### src/rtl/uart_pkg.sv
// Shared definitions for the second-generation UART receiver.
package uart_pkg;

  typedef enum logic [2:0] {
    ST_IDLE,
    ST_START,
    ST_DATA,
    ST_PARITY,
    ST_STOP
  } uart_rx_state_t;

  localparam logic PAR_ODD  = 1'b0;
  localparam logic PAR_EVEN = 1'b1;

  function automatic int cnt_w(input int clks);
    return $clog2(clks);
  endfunction

endpackage

### src/rtl/uart_rx_sampler.sv
// RX synchroniser, bit-period counter and sample strobe generation.
// UART_RX_MAJORITY_EN selects a 2-of-3 vote around each sample point.
module uart_rx_sampler
  import uart_pkg::*;
#(
  parameter int CLKS_PER_BIT = 16
) (
  input  logic clk,
  input  logic rst,
  input  logic rx,
  input  logic run,
  input  logic half,
  output logic rx_sync,
  output logic sample_stb,
  output logic sample_bit
);

  localparam int CW = cnt_w(CLKS_PER_BIT);
  localparam logic [CW-1:0] TGT_FULL = CW'(CLKS_PER_BIT - 1);
  localparam logic [CW-1:0] TGT_HALF = CW'(CLKS_PER_BIT / 2 - 1);

  logic [1:0]    sync;
  logic [CW-1:0] cnt;
  logic [CW-1:0] tgt;
  logic          hit;

  always_ff @(posedge clk or posedge rst)
    if (rst) sync <= 2'b11;
    else     sync <= {sync[0], rx};

  assign rx_sync = sync[1];
  assign tgt     = half ? TGT_HALF : TGT_FULL;
  assign hit     = run && (cnt == tgt);

  // Counter idles at 0 so START always begins from a clean period.
  always_ff @(posedge clk or posedge rst)
    if (rst)              cnt <= '0;
    else if (!run || hit) cnt <= '0;
    else                  cnt <= cnt + 1'b1;

`ifdef UART_RX_MAJORITY_EN
  logic [CW-1:0] tgt_m1;
  logic          v0, v1, pend;

  assign tgt_m1 = tgt - 1'b1;

  // The vote closes one cycle after the target using the live synchronised bit.
  always_ff @(posedge clk or posedge rst)
    if (rst) begin
      v0   <= 1'b0;
      v1   <= 1'b0;
      pend <= 1'b0;
    end else begin
      pend <= hit;
      if (run && cnt == tgt_m1) v0 <= rx_sync;
      if (hit)                  v1 <= rx_sync;
    end

  assign sample_stb = pend;
  assign sample_bit = (v0 & v1) | (v0 & rx_sync) | (v1 & rx_sync);
`else
  assign sample_stb = hit;
  assign sample_bit = rx_sync;
`endif

endmodule

### src/rtl/uart_rx_gen2.sv
// Oversampled UART receiver with parity/framing/break/overrun reporting and a
// one-entry valid/ready output register. Optional macro: UART_RX_MAJORITY_EN.
module uart_rx_gen2
  import uart_pkg::*;
#(
  parameter int CLKS_PER_BIT = 16,
  parameter int DATA_BITS    = 8,
  parameter int STOP_BITS    = 1
) (
  input  logic                 clk,
  input  logic                 rst,
  input  logic                 rx,
  input  logic                 pen,
  input  logic                 peven,
  output logic                 busy,
  output logic [DATA_BITS-1:0] dout,
  output logic                 valid,
  input  logic                 ready,
  output logic                 perr,
  output logic                 ferr,
  output logic                 brk,
  output logic                 ovr
);

  uart_rx_state_t       state;
  logic [DATA_BITS-1:0] sh;
  logic [3:0]           bit_cnt;
  logic                 stop_cnt;
  logic                 pen_l, peven_l, par_bit, ferr_acc;
  logic                 rx_sync, stb, sbit;
  logic                 last_stop, fin, accept;
  logic                 perr_n, ferr_n, brk_n;

  uart_rx_sampler #(.CLKS_PER_BIT(CLKS_PER_BIT)) u_smp (
    .clk        (clk),
    .rst        (rst),
    .rx         (rx),
    .run        (busy),
    .half       (state == ST_START),
    .rx_sync    (rx_sync),
    .sample_stb (stb),
    .sample_bit (sbit)
  );

  always_comb begin
    last_stop = (STOP_BITS == 1) ? 1'b1 : stop_cnt;
    fin       = (state == ST_STOP) && stb && last_stop;
    accept    = !valid || ready;
    ferr_n    = ferr_acc | ~sbit;
    perr_n    = pen_l & (^sh ^ par_bit ^ (peven_l == PAR_ODD));
    // par_bit stays 0 without parity, so it only vetoes break when a 1 was seen.
    brk_n     = ~(|sh) & ~par_bit & ferr_n;
  end

  always_ff @(posedge clk or posedge rst)
    if (rst) begin
      state    <= ST_IDLE;
      busy     <= 1'b0;
      sh       <= '0;
      bit_cnt  <= '0;
      stop_cnt <= 1'b0;
      pen_l    <= 1'b0;
      peven_l  <= 1'b0;
      par_bit  <= 1'b0;
      ferr_acc <= 1'b0;
      dout     <= '0;
      valid    <= 1'b0;
      perr     <= 1'b0;
      ferr     <= 1'b0;
      brk      <= 1'b0;
      ovr      <= 1'b0;
    end else begin
      ovr <= 1'b0;
      if (valid && ready) valid <= 1'b0;

      case (state)
        ST_IDLE:
          if (!rx_sync) begin
            state   <= ST_START;
            busy    <= 1'b1;
            pen_l   <= pen;
            peven_l <= peven;
          end
        ST_START:
          if (stb) begin
            if (sbit) begin
              state <= ST_IDLE;
              busy  <= 1'b0;
            end else begin
              state   <= ST_DATA;
              bit_cnt <= '0;
            end
          end
        ST_DATA:
          if (stb) begin
            sh <= {sbit, sh[DATA_BITS-1:1]};
            if (bit_cnt == 4'(DATA_BITS - 1)) begin
              bit_cnt  <= '0;
              stop_cnt <= 1'b0;
              ferr_acc <= 1'b0;
              par_bit  <= 1'b0;
              state    <= pen_l ? ST_PARITY : ST_STOP;
            end else begin
              bit_cnt <= bit_cnt + 1'b1;
            end
          end
        ST_PARITY:
          if (stb) begin
            par_bit <= sbit;
            state   <= ST_STOP;
          end
        ST_STOP:
          if (stb) begin
            if (last_stop) begin
              state <= ST_IDLE;
              busy  <= 1'b0;
            end else begin
              stop_cnt <= 1'b1;
              ferr_acc <= ferr_n;
            end
          end
        default: begin
          state <= ST_IDLE;
          busy  <= 1'b0;
        end
      endcase

      // A completing frame overrides the valid clear above when it is accepted.
      if (fin) begin
        if (accept) begin
          dout  <= sh;
          perr  <= perr_n;
          ferr  <= ferr_n;
          brk   <= brk_n;
          valid <= 1'b1;
        end else begin
          ovr <= 1'b1;
        end
      end
    end

endmodule

### config.mk
export PLATFORM = sky130hd
export DESIGN_NAME = uart_rx_gen2
export DESIGN_NICKNAME = d
export VERILOG_FILES = /design/src/rtl/uart_pkg.sv /design/src/rtl/uart_rx_sampler.sv /design/src/rtl/uart_rx_gen2.sv
export SDC_FILE = /design/constraint.sdc
export NUM_CORES = 1
export LEC_CHECK = 0
export ABC_AREA = 1
export CAP_MARGIN = 20
export CORE_UTILIZATION = 44
export CTS_BUF_LIST = sky130_fd_sc_hd__clkbuf_4 sky130_fd_sc_hd__clkbuf_8 sky130_fd_sc_hd__clkbuf_16
export DETAILED_ROUTE_END_ITERATION = 10
export SLEW_MARGIN = 20
export SYNTH_ARGS = -nofsm -noshare
export SYNTH_HDL_FRONTEND = slang
export SYNTH_HIERARCHICAL = 1
export SYNTH_SLANG_ARGS = --single-unit
### constraint.sdc
create_clock -name clk -period 5.2 [get_ports clk]
set_input_delay 1.04 -clock clk [delete_from_list [all_inputs] [get_ports clk]]
set_output_delay 1.04 -clock clk [all_outputs]
set_load 0.1 [all_outputs]
==> qor.log <==
qor: outcome.run_status finished, final reports clean
qor: sta.max_slew_headroom 0.355
qor: synth.synthTopCellsByArea sky130_fd_sc_hd__dfrtp_1 48%, sky130_fd_sc_hd__nand2_1 13%, sky130_fd_sc_hd__inv_1 6.4%, sky130_fd_sc_hd__ha_1 4.0%, sky130_fd_sc_hd__o21ai_0 3.8%
qor: drt.detail_route.first_pass.iterations 4
qor: finish.register_area 953 sq um
qor: run.maxCapViolCount 0
qor: clocking.post_cts_hold_buffer_count 0
qor: clocking.cts-root-to-sink-buffers 2
qor: sta.max_freq 345 MHz
qor: synth.synth_top_family_by_area simple AND/OR/NAND/NOR gates
qor: finish.multi_input_area 737 sq um
qor: place.gp_congestion 0.806
qor: synth.postSynthRegisterBits 38
qor: sta.hold-worst-slack 0.355 ns
qor: power_and_ir_drop.power_density 409 mW/mm^2
qor: global_route.gr-total-overflow 0
qor: global_route.grt_util_met3 0.0462
qor: drt.routed_via_count 1393
qor: finish.antenna_cells 0
qor: synth.postSynthCellCount 221
qor: synth.synthMuxAreaShare 0
qor: place.numPlacedInstances 287
qor: synth.synth-seq-area-share 0.512
qor: die.die_width 67.1 microns
qor: synth.syn-cell-area 0.00186 sq mm
qor: clocking.clock_tree.htree_level_count 2
qor: setup_path.crit_path_end_kind primary output
qor: global_route.groute.usage.overall 0.171
qor: die.num_ports 20
qor: clocking.cts_tree done
qor: setup_path.crit_path_max_fanout 5
qor: power_and_ir_drop.peakVddDrop 0.306 mV
qor: clocking.cts.root.buffer_cell sky130_fd_sc_hd__clkbuf_8
qor: global_route.grt_pass1_wl 5500 microns
qor: drt.avgViaCountPerCell 4.72
qor: global_route.gr-max-usage-layer met2
qor: finish.syn2layout_area_growth 19.6%
qor: finish.fillCellCount 398
qor: min_path.min_path_type flip-flop to flip-flop
qor: drt.drtIter0Drc 84
qor: drt.routed_wl 3230 microns
qor: synth.yosys.area_share.adder 0.0403
qor: setup_path.setup_crit_start_kind flip-flop
qor: clocking.clock_sinks 38
qor: setup_path.worst-setup-path-type flip-flop to primary output
qor: setup_path.crit_slowest_cell sky130_fd_sc_hd__clkdlybuf4s50_1
qor: sta.setup_tns 0 ns
qor: min_path.min-delay-start u_smp/sync[0]$_DFF_PP1_
qor: setup_path.worst_ep_arrival_time 1.86 ns
qor: global_route.antenna_found_initial 0
qor: die.core-area 0.00403 sq mm
qor: synth.synth.net_count 233
qor: finish.fin_nets 256
qor: synth.synth.avg_cell_area 8.43 sq um
qor: global_route.grt.met2_usage 0.278
qor: place.post_dp_hpwl 2290 microns
qor: finish.post_route_cells_drive_above_1_share 0.110
qor: synth.synth_top_area_cell sky130_fd_sc_hd__dfrtp_1
qor: die.die_y 67.1 microns
qor: sta.final_clock_period_utilization_by_the_worst_path 0.557
qor: setup_path.required_time_of_the_critical_path 4.16 ns
qor: synth.yosys_warnings 6
qor: min_path.hold_path_depth 0
qor: sta.report.final.hold_viol_count 0
qor: global_route.maximum_number_of_pins_on_one_net_before_global_route_repair 33
qor: die.placementRows 23
qor: setup_path.register_to_register_setup_slack 3.12 ns
qor: setup_path.rr_startpoint state[2]$_DFFE_PP0P_
qor: clocking.cts_resizes 0
qor: synth.yosys.area_share.xor_xnor 0.00470
qor: sta.finClkSkew 0.00458 ns
qor: synth.synth_simple_gate_area_frac 0.257
qor: power_and_ir_drop.leakage 1.08 nW
qor: synth.compound_gate_portion_of_the_synthesized_area 0.0940
qor: sta.worst-slew-pin-transition 0.964 ns
qor: global_route.grt.met1_usage 0.200
qor: sta.finalWorstPathRequiredPeriod 2.90 ns
qor: setup_path.rr_endpoint sh[3]$_DFFE_PP0P_
qor: clocking.insertion_delay 0.30 ns
qor: setup_path.worst_path_dominant_cell_family buffers and inverters
qor: sta.final-max-slew-violation-count 0
qor: drt.drt_drc_violations_left 0
qor: die.dieArea 0.00450 sq mm
qor: setup_path.critical_path_buf_inv_count 1
qor: place.port_buffers 19
qor: clocking.tritoncts_buffer_count 5
qor: setup_path.count_of_cells_along_the_worst_register_to_register_path 11
qor: clocking.clkSlewWorstSetupHoldPaths 0.07 ns
qor: finish.layoutNonFillerInstCount 295
qor: synth.synthDominantCellAreaShare 0.484
qor: setup_path.crit_path_cell_trace clkdlybuf4s50_1
qor: drt.drtAntennaViolNets 0
qor: setup_path.slowest_delay 1.15 ns
qor: synth.cell_variety_after_synth 24
qor: global_route.grt_pass1_vias 1255
qor: place.pre_cts_ws 2.62 ns
qor: sta.rsz0062_at_grt false
qor: sta.report.final.setup_viol 0
qor: sta.worst_slack_setup_final 2.30 ns
qor: die.floorplan.initialDensity 0.462
qor: clocking.post_cts_buffers 0
qor: min_path.worst_hold_path.endpoint u_smp/sync[1]$_DFF_PP1_
qor: drt.post_drt_wl_per_cell 11.0 microns
==> cell usage after synthesis <==
cell	n
sky130_fd_sc_hd__a21oi_1	2
sky130_fd_sc_hd__a21oi_4	2
sky130_fd_sc_hd__buf_4	2
sky130_fd_sc_hd__buf_6	2
sky130_fd_sc_hd__dfrtp_1	36
sky130_fd_sc_hd__dfstp_2	2
sky130_fd_sc_hd__ha_1	6
sky130_fd_sc_hd__inv_1	32
sky130_fd_sc_hd__inv_2	4
sky130_fd_sc_hd__nand2_1	66
sky130_fd_sc_hd__nand2_2	2
sky130_fd_sc_hd__nand3_1	12
sky130_fd_sc_hd__nand3_2	3
sky130_fd_sc_hd__nand3b_1	2
sky130_fd_sc_hd__nand4_1	4
sky130_fd_sc_hd__nor2_1	14
sky130_fd_sc_hd__nor2_2	2
sky130_fd_sc_hd__nor2_4	2
sky130_fd_sc_hd__o21ai_0	14
sky130_fd_sc_hd__o21ai_1	8
sky130_fd_sc_hd__o21ai_2	1
sky130_fd_sc_hd__o22ai_1	1
sky130_fd_sc_hd__o31ai_1	1
sky130_fd_sc_hd__xor2_1	1
==> worst max-delay path by stage <==
stage	end	depth (start not counted)	start
final	busy	1	busy$_DFFE_PP0P_
after CTS	busy	1	busy$_DFFE_PP0P_
after global routing	busy	1	busy$_DFFE_PP0P_
after global placement	busy	1	busy$_DFFE_PP0P_
after floorplan	sh[2]$_DFFE_PP0P_	6	busy$_DFFE_PP0P_
after detailed placement	busy	1	busy$_DFFE_PP0P_
==> state kept, by name (all words and copies together), names as in the netlist, 2 cells and up <==
| name | count |
|---|---|
| bit_cnt | 4 |
| dout | 8 |
| sh | 8 |
| state | 3 |
| u_smp/cnt | 4 |
| u_smp/sync | 2 |
==> metal layers <==
metal / vias to the layer above / part of all wire
met5: - / 0
met3: 8 / 0.035
met2: 23 / 0.47
met1: 624 / 0.47
met4: 0 / 0.024
li1: 738 / -
==> cells by family (layout without fill, tap and decap cells) <==
kind of cell | Yosys count | count (layout)
adders and majority gates | 6 | 6
xor gates and xnor gates | 1 | 1
AOI/OAI and AO/OA | 29 | 29
buffers and inverters | 40 | 64
and+or+nand+nor | 107 | 107
DFF | 38 | 38
==> through the flow <==
step,power [mW],utilization,instance area (sq um)
after global placement,0.609,0.518,2090
after CTS,0.923,0.553,2230
after floorplan,0.555,-,1860
final,0.911,0.553,2230
after global routing,0.967,0.553,2230
after detailed placement,0.607,0.518,2090
==> layout make-up <==
cell class,count,area share
Sequential cell,38,0.428
Inverter,36,0.0606
Clock inverter,2,0.0270
Clock buffer,6,0.0371
Tap cell,50,0.0281
Timing Repair Buffer,20,0.0887
Multi-Input combinational cell,143,0.331
==> placed cells by master, fill, tap and decap left out, types with 6 or more instances in the layout <==
cell type	count
sky130_fd_sc_hd__nand2_1	66
sky130_fd_sc_hd__ha_1	6
sky130_fd_sc_hd__inv_1	32
sky130_fd_sc_hd__clkdlybuf4s50_1	19
sky130_fd_sc_hd__o21ai_0	14
sky130_fd_sc_hd__dfrtp_1	36
sky130_fd_sc_hd__o21ai_1	8
sky130_fd_sc_hd__nor2_1	14
sky130_fd_sc_hd__clkbuf_8	6
sky130_fd_sc_hd__nand3_1	12
==> report_power, final <==
group,switching [mW],internal (mW)
Combinational,0.174,0.0734
Clock,0.106,0.205
Sequential,0.0270,0.326
Total,0.307,0.604
No activity file was read; power rests on OpenSTA's default activity.
